**src/rtl/sipo_deserializer.sv**
```systemverilog
// Serial-to-parallel word assembler fed by the 4-bit PISO, with a valid/ready output and sticky overrun.
// Define SIPO_MSB_FIRST_EN to make the first received bit land in parallel_o[W-1].
module sipo_deserializer #(
  parameter int W = 4
) (
  input  logic         clk,
  input  logic         reset,
  input  logic         serial_i,
  input  logic         valid_i,
  input  logic         flush_i,
  input  logic         ready_i,
  output logic [W-1:0] parallel_o,
  output logic         valid_o,
  output logic         busy_o,
  output logic         overrun_o
);
  localparam int CW = (W > 2) ? $clog2(W) : 1;
  localparam logic [CW-1:0] LAST = CW'(W - 1);

  logic [W-1:0]  sr;
  logic [W-1:0]  sr_next;
  logic [CW-1:0] cnt;
  logic          capture;
  logic          complete;

`ifdef SIPO_MSB_FIRST_EN
  assign sr_next = {sr[W-2:0], serial_i};
`else
  assign sr_next = {serial_i, sr[W-1:1]};
`endif

  // flush beats a valid bit arriving in the same cycle
  assign capture  = valid_i && !flush_i;
  assign complete = capture && (cnt == LAST);
  assign busy_o   = (cnt != '0);

  always_ff @(posedge clk) begin
    if (reset) begin
      sr         <= '0;
      cnt        <= '0;
      parallel_o <= '0;
      valid_o    <= 1'b0;
      overrun_o  <= 1'b0;
    end else begin
      if (flush_i) begin
        cnt <= '0;
      end else if (valid_i) begin
        sr  <= sr_next;
        cnt <= complete ? '0 : cnt + CW'(1);
      end

      if (complete) begin
        parallel_o <= sr_next;
        valid_o    <= 1'b1;
        if (valid_o && !ready_i)
          overrun_o <= 1'b1;
      end else if (valid_o && ready_i) begin
        valid_o <= 1'b0;
      end
    end
  end
endmodule

```
**config.mk**
```make
export PLATFORM = sky130hd
export DESIGN_NAME = sipo_deserializer
export DESIGN_NICKNAME = d
export VERILOG_FILES = /design/src/rtl/sipo_deserializer.sv
export SDC_FILE = /design/constraint.sdc
export NUM_CORES = 1
export LEC_CHECK = 0
export BUFFER_PORTS_ARGS = -buffer_cell sky130_fd_sc_hd__buf_2
export CORE_AREA = 2 2 39 41
export CTS_BUF_LIST = sky130_fd_sc_hd__clkbuf_4 sky130_fd_sc_hd__clkbuf_8
export DETAILED_ROUTE_END_ITERATION = 10
export DIE_AREA = 0 0 41 43
export SYNTH_ARGS = -nofsm -noshare
export SYNTH_HDL_FRONTEND = slang
export SYNTH_SLANG_ARGS = --single-unit
```
**constraint.sdc**
```tcl
create_clock -name clk -period 2.8 [get_ports clk]
set_input_delay 0.14 -clock clk [delete_from_list [all_inputs] [get_ports clk]]
set_output_delay 0.14 -clock clk [all_outputs]
set_load 0.01 [all_outputs]
```
==> impl_metrics.ini, run 1 <==
[drt]
wl_per_cell_um = 9.526
firstDrtPassIters = 2
ant_nets = 0
dr.first_iter.drc_count = 2
post_drt_via_cell_ratio = 4.564
drc = 0
drt_wl_total_um = 743
vias = 356

[place]
hpwlAfterDp_um = 568.4
dp.cells = 74
gp_congestion = 0.6488
place_ws_ns = 1.594
io_buffers = 12
dpl_cell_area_um2 = 515.5

[global_routing]
first_global_vias = 314
overflow = 0
grt_use_total_pct = 10.08
antenna_found_initial = 0
grt_pass1_wl_mm = 1.152
grt_max_degree = 13

[setup_path]
critPathLaunchType = register
worstPathArrival_ns = 1.40
critPathTopFamily = flip-flops
crit_slowest_cell = dfxtp_1
max_stage_delay_ns = 0.37
critPathBufInv = 0
crit_type = register to register
crit_chain = ha_1, nand3b_1, o31ai_1
required_ns = 2.99
cp_max_fo = 6
endpoint_kind = register

[final_layout]
final_area_um2 = 543.0
num-nets-final = 71
fin_util_pct = 39.24
drive_above_1_share_pct = 27.42
diodes = 0
areaGrowthSynthToFinish_pct = 20.56
stdcell_count = 78

[min_path]
hold_path.class = primary input to register

[floorplan]
die_height_um = 43
dieArea_um2 = 1763
initial_core_util_pct = 32.55
io_pins = 13
coreArea_um2 = 1384
fp.dieW_um = 41
rows = 14

[clock_tree]
cts_htree_levels = 1
path_clk_slew_ns = 0.07
cts-buffers-inserted = 3
cts_setup_buffers = 0
cts_hold_buf = 0
cts_max_path_buffers = 2
cts_tree = done
clockRootBuffer = clkbuf_4
cts.sinks = 11
clk_latency_ns = 0.27
post_cts_resize_count = 0

[power]
total_power_mw = 0.2850
intPower_mw = 0.2200
p_leak_nw = 0.2451
power_density_nw_per_um2 = 524.8
sw_frac_of_total_pct = 22.82
p_sw_mw = 0.06503
vdd_ir_drop_max_mv = 0.2193
share_seq_of_total_power_pct = 56.1
p_clk_share_pct = 37.4
comb_power_share_pct = 6.5

[timing]
hold_violations = 0
setup_viol_count_final = 0
min_period_over_period_pct = 43.30
setup_ws_ns = 1.588
fin_skew_ns = 0.001776
fmax_ghz = 0.8248
drv_slew = 0
hold_slack_ns = 0.1234
rsz0062_at_grt = no
worst_pin_slew_ns = 0.2113
fin_tns_setup_ns = 0
maxSlewHeadroom_pct = 85.87
fin_crit_ns = 1.212

[synthesis]
syn_area_per_cell_um2 = 9.384
yosys.area.top_type = dfxtp_1
synthesis.nets = 56
synth.cell_area_um2 = 450.4
ys_seq_area_share_pct = 48.89
synth_edf_count = 0
synth_most_common_cell = dfxtp_1
synthTopCellsByCount = dfxtp_1, a21oi_1
synth-seq-cells = 11
async_flop_share_pct = 0
synth_area_leaders = dfxtp_1, mux2i_1, a21oi_1
ys_types = 16
ys.flop_type = dfxtp_1
yosysWarnings = 0
syn-instance-count = 48
synth_top_area_share_pct = 48.89

[run_status]
status = completed

[run]
cap_violations = 0
==> final cells by class <==
class | count | area (um^2)
clock buffer | 3 | 22.52
sequential | 11 | 220.2
fill | 144 | 840.8
clock inverter | 1 | 5.005
inverter | 4 | 15.01
multi-input combinational | 31 | 200.2
timing repair buffer | 12 | 60.06
tap | 16 | 20.02
==> placed cells by master (no fill, tap or decap) <==
cell type	count
a21oi_1	6
buf_2	12
clkbuf_4	3
clkinv_2	1
dfxtp_1	11
ha_1	2
inv_1	4
mux2i_1	4
nand2_1	4
nand2b_1	2
nand3_1	4
nand3b_1	1
nor2_1	3
nor2b_4	1
nor3_1	2
nor3b_1	1
o31ai_1	1
==> flip-flops by register name, indices dropped and copies added, names as in the netlist <==
signal and cells:
sr 3, parallel_o 4, valid_o 1, overrun_o 1, cnt 2
==> cells by family (layout without fill, tap and decap cells) <==
family,count (synthesis),after routing,share of synthesized area [%]
adder cells (fa/ha/maj),2,2,5.555
AO/OA/AOI/OAI,7,7,8.334
AND/OR/NAND/NOR,18,18,21.67
multiplexers,4,4,8.889
flip-flops,11,11,48.89
buffers and inverters,6,20,6.665
==> worst paths after layout <==
check,from,to,slack [ns],cells past startpoint
worst max-delay path,cnt[0]$_SDFFE_PP0P_,overrun_o$_SDFFE_PP0P_,1.59,3
worst min-delay path,flush_i,cnt[0]$_SDFFE_PP0P_,0.12,2
worst min register to register,parallel_o[2]$_SDFFE_PP0P_,parallel_o[2]$_SDFFE_PP0P_,0.45,2
worst max register to register,cnt[0]$_SDFFE_PP0P_,overrun_o$_SDFFE_PP0P_,1.59,3
==> power groups by stage <==
stage                     clock, mW  combinational (mW)  sequential [mW]
after floorplan                   0              0.0130            0.163
after global placement            0              0.0187            0.163
after detailed placement          0              0.0188            0.163
after CTS                     0.112              0.0188            0.160
after global routing          0.118              0.0209            0.160
final                         0.107              0.0187            0.160
==> layer usage <==
layer,part of all wire [%],vias to the layer above,wire length (um),GRT usage [%]
met3,6.9,2,51,7.853
met4,1.1,0,8,4.000
li1,-,191,-,-
met5,0,-,0,0
met2,45,9,338,14.06
met1,46,154,344,11.07
No activity file was read; power rests on OpenSTA's default activity.
==> inputs of run 2 (changes only) <==
==> constraint.sdc (replaced) <==
create_clock -name clk -period 1.23 [get_ports clk]
set_input_delay 0.0615 -clock clk [delete_from_list [all_inputs] [get_ports clk]]
set_output_delay 0.0615 -clock clk [all_outputs]
set_load 0.01 [all_outputs]
==> run 2 against run 1 <==
Against the previous run:
- clock-buffer cell count is 1 higher
- clock power is 150% higher
- highest routed layer is now met3
- global-route usage is 0.11 points lower
- non-clock buffer count is 1 higher
- utilization is 0.72 points higher
==> impl_metrics.ini, run 2 (same netlist as run 1, synthesis figures left out) <==
[timing]
fin_skew_ns = 0.001091
fmax_ghz = 0.9059
drv_slew = 0
fin_crit_ns = 1.104
min_period_over_period_pct = 89.75
setup_viol_count_final = 0
rsz0062_at_grt = no
worst_pin_slew_ns = 0.2255
maxSlewHeadroom_pct = 84.92
hold_slack_ns = 0.03613
hold_violations = 0
fin_tns_setup_ns = 0

[floorplan]
dieArea_um2 = 1763
rows = 14
die_height_um = 43
initial_core_util_pct = 32.55
fp.dieW_um = 41
io_pins = 13
coreArea_um2 = 1384

[clock_tree]
cts_htree_levels = 1
cts.sinks = 11
cts_tree = done
cts_setup_buffers = 0
clk_latency_ns = 0.26
cts_max_path_buffers = 2
post_cts_resize_count = 0
clockRootBuffer = clkbuf_4
path_clk_slew_ns = 0.07
cts-buffers-inserted = 3

[power]
p_clk_share_pct = 39.3
power_density_nw_per_um2 = 1210
intPower_mw = 0.5274
sw_frac_of_total_pct = 21.16
share_seq_of_total_power_pct = 54.4
total_power_mw = 0.6689
p_sw_mw = 0.1415
p_leak_nw = 0.2512
vdd_ir_drop_max_mv = 0.4021
comb_power_share_pct = 6.3

[setup_path]
critPathTopFamily = flip-flops
crit_slowest_cell = dfxtp_1
worst-r2r-setup-slack_ns = 0.14
worstPathArrival_ns = 1.04
timing.critical_path.mode_cell = inv_1
cp_max_fo = 4
required_ns = 1.17
max_stage_delay_ns = 0.37
crit_type = register to primary output
critPathLaunchType = register
crit_chain = inv_1, ha_1, inv_1, buf_2
endpoint_kind = primary output
critPathBufInv = 3

[drt]
ant_nets = 0
dr_wl_met2_um = 381
firstDrtPassIters = 2
wl_per_cell_um = 9.684
drt_wl_total_um = 765
post_drt_via_cell_ratio = 4.506
routed-wl-met3_um = 29
dr.first_iter.drc_count = 3
drc = 0
wl_met1_um = 354
vias = 356
top_layer = met3

[global_routing]
grt_max_degree = 13
first_global_vias = 322
grt_use_total_pct = 9.970
overflow = 0
grt_pass1_wl_mm = 1.186
antenna_found_initial = 0

[final_layout]
num-nets-final = 72
top_register = parallel_o
reg.largest.list = parallel_o: 4 flops, sr: 3 flops, cnt: 2 flops
areaGrowthSynthToFinish_pct = 22.78
largest_reg_flops = 4
stdcell_count = 79
drive_above_1_share_pct = 28.57
layout_commonest_cell = buf_2
fin_util_pct = 39.96
diodes = 0
final_cell_mix = buf_2, dfxtp_1, a21oi_1

[place]
hpwlAfterDp_um = 600.2
dp.cells = 75
io_buffers = 12
gp_congestion = 0.6091

[min_path]
hold_path.class = primary input to register

[run]
cap_violations = 0

[run_status]
status = completed
[run 2: cell count changes in the layout (fill, tap and decap cells not counted), sizes merged]
cell	delta
clkbuf	+1
clkinv	-1
buf	+1
[run 2: power groups by stage]
| stage | Combinational [mW] | Sequential, mW | Clock (mW) |
|---|---|---|---|
| 2_1_floorplan | 0.0296 | 0.371 | 0 |
| 3_5_place_dp | 0.0438 | 0.372 | 0 |
| 4_1_cts | 0.0440 | 0.364 | 0.273 |
| 6_report | 0.0424 | 0.364 | 0.263 |
| 3_3_place_gp | 0.0427 | 0.372 | 0 |
| 5_1_grt | 0.0478 | 0.364 | 0.288 |
[run 2: worst reg2reg max path, cell delays in order, from the launching register on]
cell      delay, ns
dfxtp_1        0.37
ha_1           0.21
nand3b_1       0.20
o31ai_1        0.23
[run 2: layer usage]
metal / track usage (%) / vias to the layer above
met2: 15.94 / 6
met5: 0 / -
li1: - / 191
met4: 6.000 / 0
met1: 10.71 / 159
met3: 3.141 / 0
[run 2: worst paths after layout]
check        depth (start not counted)                        from                          to
min reg2reg                          2  parallel_o[1]$_SDFFE_PP0P_  parallel_o[1]$_SDFFE_PP0P_
max reg2reg                          3         cnt[0]$_SDFFE_PP0P_      overrun_o$_SDFFE_PP0P_
min                                  2                     flush_i         cnt[1]$_SDFFE_PP0P_
max                                  4         cnt[0]$_SDFFE_PP0P_                      busy_o
[run 2: cell type report]
cell class	count	area, um^2
fillers	148	830.8
flip-flops and latches	11	220.2
multi-input cells	31	200.2
repair buffers	13	67.56
clock buffers	4	30.03
well taps	16	20.02
inverters	4	15.01
[run 2: timing repair]
| action | 4_1_cts | 5_1_grt |
|---|---|---|
| hold buffers | 0 | 0 |
| endpoints found under the setup margin | 0 | 1 |
| endpoints found under the hold margin | 0 | 0 |
[run 2: per-stage QoR]
step	setup WS (ns)	cell area, um^2
detailed placement	0.1065	523.0
floorplan	0.1638	450.4
global placement	0.1638	523.0
finish	0.1261	553.0
CTS	0.08588	553.0
global route	0.02197	553.0
==> inputs of run 3 (changes only) <==
--- a/config.mk
+++ b/config.mk
@@ -6,10 +6,11 @@
 export NUM_CORES = 1
 export LEC_CHECK = 0
 export BUFFER_PORTS_ARGS = -buffer_cell sky130_fd_sc_hd__buf_2
-export CORE_AREA = 2 2 39 41
+export CORE_AREA = 2 2 42 44
 export CTS_BUF_LIST = sky130_fd_sc_hd__clkbuf_4 sky130_fd_sc_hd__clkbuf_8
 export DETAILED_ROUTE_END_ITERATION = 10
-export DIE_AREA = 0 0 41 43
+export DIE_AREA = 0 0 44 46
+export REMOVE_ABC_BUFFERS = 1
 export SYNTH_ARGS = -nofsm -noshare
 export SYNTH_HDL_FRONTEND = slang
 export SYNTH_SLANG_ARGS = --single-unit
==> run 3 against run 2 <==
Against the previous run:
- hold slack got worse by 0.0055 ns
- via count up 2.8%
- critical path depth stayed put
- clock power up 2%
- cell count unchanged
- setup slack got worse by 0.013 ns
- clock skew rose by 0.0032 ns
- utilization down 5.9 points
- global-route usage fell by 1.4 points
==> impl_metrics.ini, run 3 (same netlist as run 1, synthesis figures left out) <==
[final_layout]
top_register = parallel_o
areaGrowthSynthToFinish_pct = 21.94
num-nets-final = 71
diodes = 0
reg.largest.list = parallel_o: 4 flops, sr: 3 flops, cnt: 2 flops
largest_reg_flops = 4
drive_above_1_share_pct = 29.03
multi_input_area_um2 = 202.7
seqCellArea_um2 = 220.2
layout_commonest_cell = buf_2
final_cell_mix = buf_2, dfxtp_1, a21oi_1
fill_cells = 183

[power]
power_density_nw_per_um2 = 1227
p_leak_nw = 0.2428
vdd_ir_drop_max_mv = 0.3568

[timing]
fin_skew_ns = 0.004301
maxSlewHeadroom_pct = 84.93
rsz0062_at_grt = no
fin_tns_setup_ns = 0
fmax_ghz = 0.8956
setup_ws_ns = 0.1135
drv_slew = 0
fin_crit_ns = 1.117
min_period_over_period_pct = 90.78
setup_viol_count_final = 0
worst_pin_slew_ns = 0.2253
hold_violations = 0

[clock_tree]
cts_max_path_buffers = 2
cts_tree = done
cts-buffers-inserted = 3
path_clk_slew_ns = 0.07
cts_hold_buf = 0
cts_htree_levels = 1
clockRootBuffer = clkbuf_4
cts.sinks = 11
clk_latency_ns = 0.27

[setup_path]
endpoint_kind = register
cp_max_fo = 6
crit_chain = ha_2, nand3b_1, nand2_1, a21oi_1
critPathLaunchType = register
startpoint = cnt[0]$_SDFFE_PP0P_
cp.depth = 4
max_stage_delay_ns = 0.37
worst-r2r-setup-slack_ns = 0.11
required_ns = 1.38
rr_startpoint = cnt[0]$_SDFFE_PP0P_
worstPathArrival_ns = 1.27
crit_slowest_cell = dfxtp_1
crit_type = register to register
critPathBufInv = 0
critPathTopFamily = flip-flops
rr_worst_depth = 4

[min_path]
hold_path_depth = 2
hold_path.class = primary input to register
hp-start = flush_i

[place]
gp_congestion = 0.7922
place_ws_ns = 0.04811
io_buffers = 12
hpwlAfterDp_um = 588.4

[global_routing]
overflow = 0
grt_use_total_pct = 8.574
first_global_vias = 305
grt_pass1_wl_mm = 1.186
antenna_found_initial = 0
grt_max_degree = 13

[run_status]
status = completed

[floorplan]
coreArea_um2 = 1614
fp.dieW_um = 44
rows = 15
initial_core_util_pct = 27.91
io_pins = 13
dieArea_um2 = 2024
die_height_um = 46

[drt]
dr.first_iter.drc_count = 3
post_drt_via_cell_ratio = 4.633
ant_nets = 0
vias = 366
wl_per_cell_um = 9.835
firstDrtPassIters = 6
drt_wl_total_um = 777
drc = 0

[run]
cap_violations = 0
[run 3: layer usage]
| metal | global-route usage (%) | part of all wire [%] | up-vias |
|---|---|---|---|
| met3 | 2.381 | 4.8 | 2 |
| met4 | 9.091 | 1.8 | 0 |
| met1 | 9.026 | 44 | 161 |
| met5 | 0 | 0 | - |
| li1 | - | - | 188 |
| met2 | 13.24 | 49 | 15 |
[run 3: final timing paths]
| path | endpoint |
|---|---|
| hold / removal | cnt[0]$_SDFFE_PP0P_ |
| hold reg to reg | parallel_o[3]$_SDFFE_PP0P_ |
| setup reg to reg | parallel_o[1]$_SDFFE_PP0P_ |
| setup / recovery | parallel_o[1]$_SDFFE_PP0P_ |
[run 3: report_power, final]
| group | internal (mW) | switching [mW] |
|---|---|---|
| registers | 0.360 | 0.00360 |
| clock network | 0.148 | 0.120 |
| logic | 0.0199 | 0.0222 |
| total | 0.528 | 0.146 |
[run 3: layout make-up]
cell class | instances | area share, %
Clock buffer | 4 | 5.467
Multi-Input combinational cell | 31 | 36.90
Timing Repair Buffer | 12 | 10.93
Sequential cell | 11 | 40.09
Tap cell | 17 | 3.872
Inverter | 4 | 2.733
[run 3: timing repair]
item,in CTS,in global routing
buffers inserted,0,0
hold endpoints to repair,0,0
setup endpoints to repair,0,5
gates resized for setup,0,1
[run 3: metrics by stage]
step	power, mW	util (%)	instances	instance area, um^2	hold WS [ns]
floorplan	0.3933	-	46	435.4	0.1306
global placement	0.4143	32.02	75	516.7	0.3170
detailed placement	0.4146	32.02	75	516.7	0.3181
CTS	0.6921	33.88	79	546.8	0.01688
global route	0.7073	34.03	79	549.3	0.03435
finish	0.6741	34.03	79	549.3	0.03064
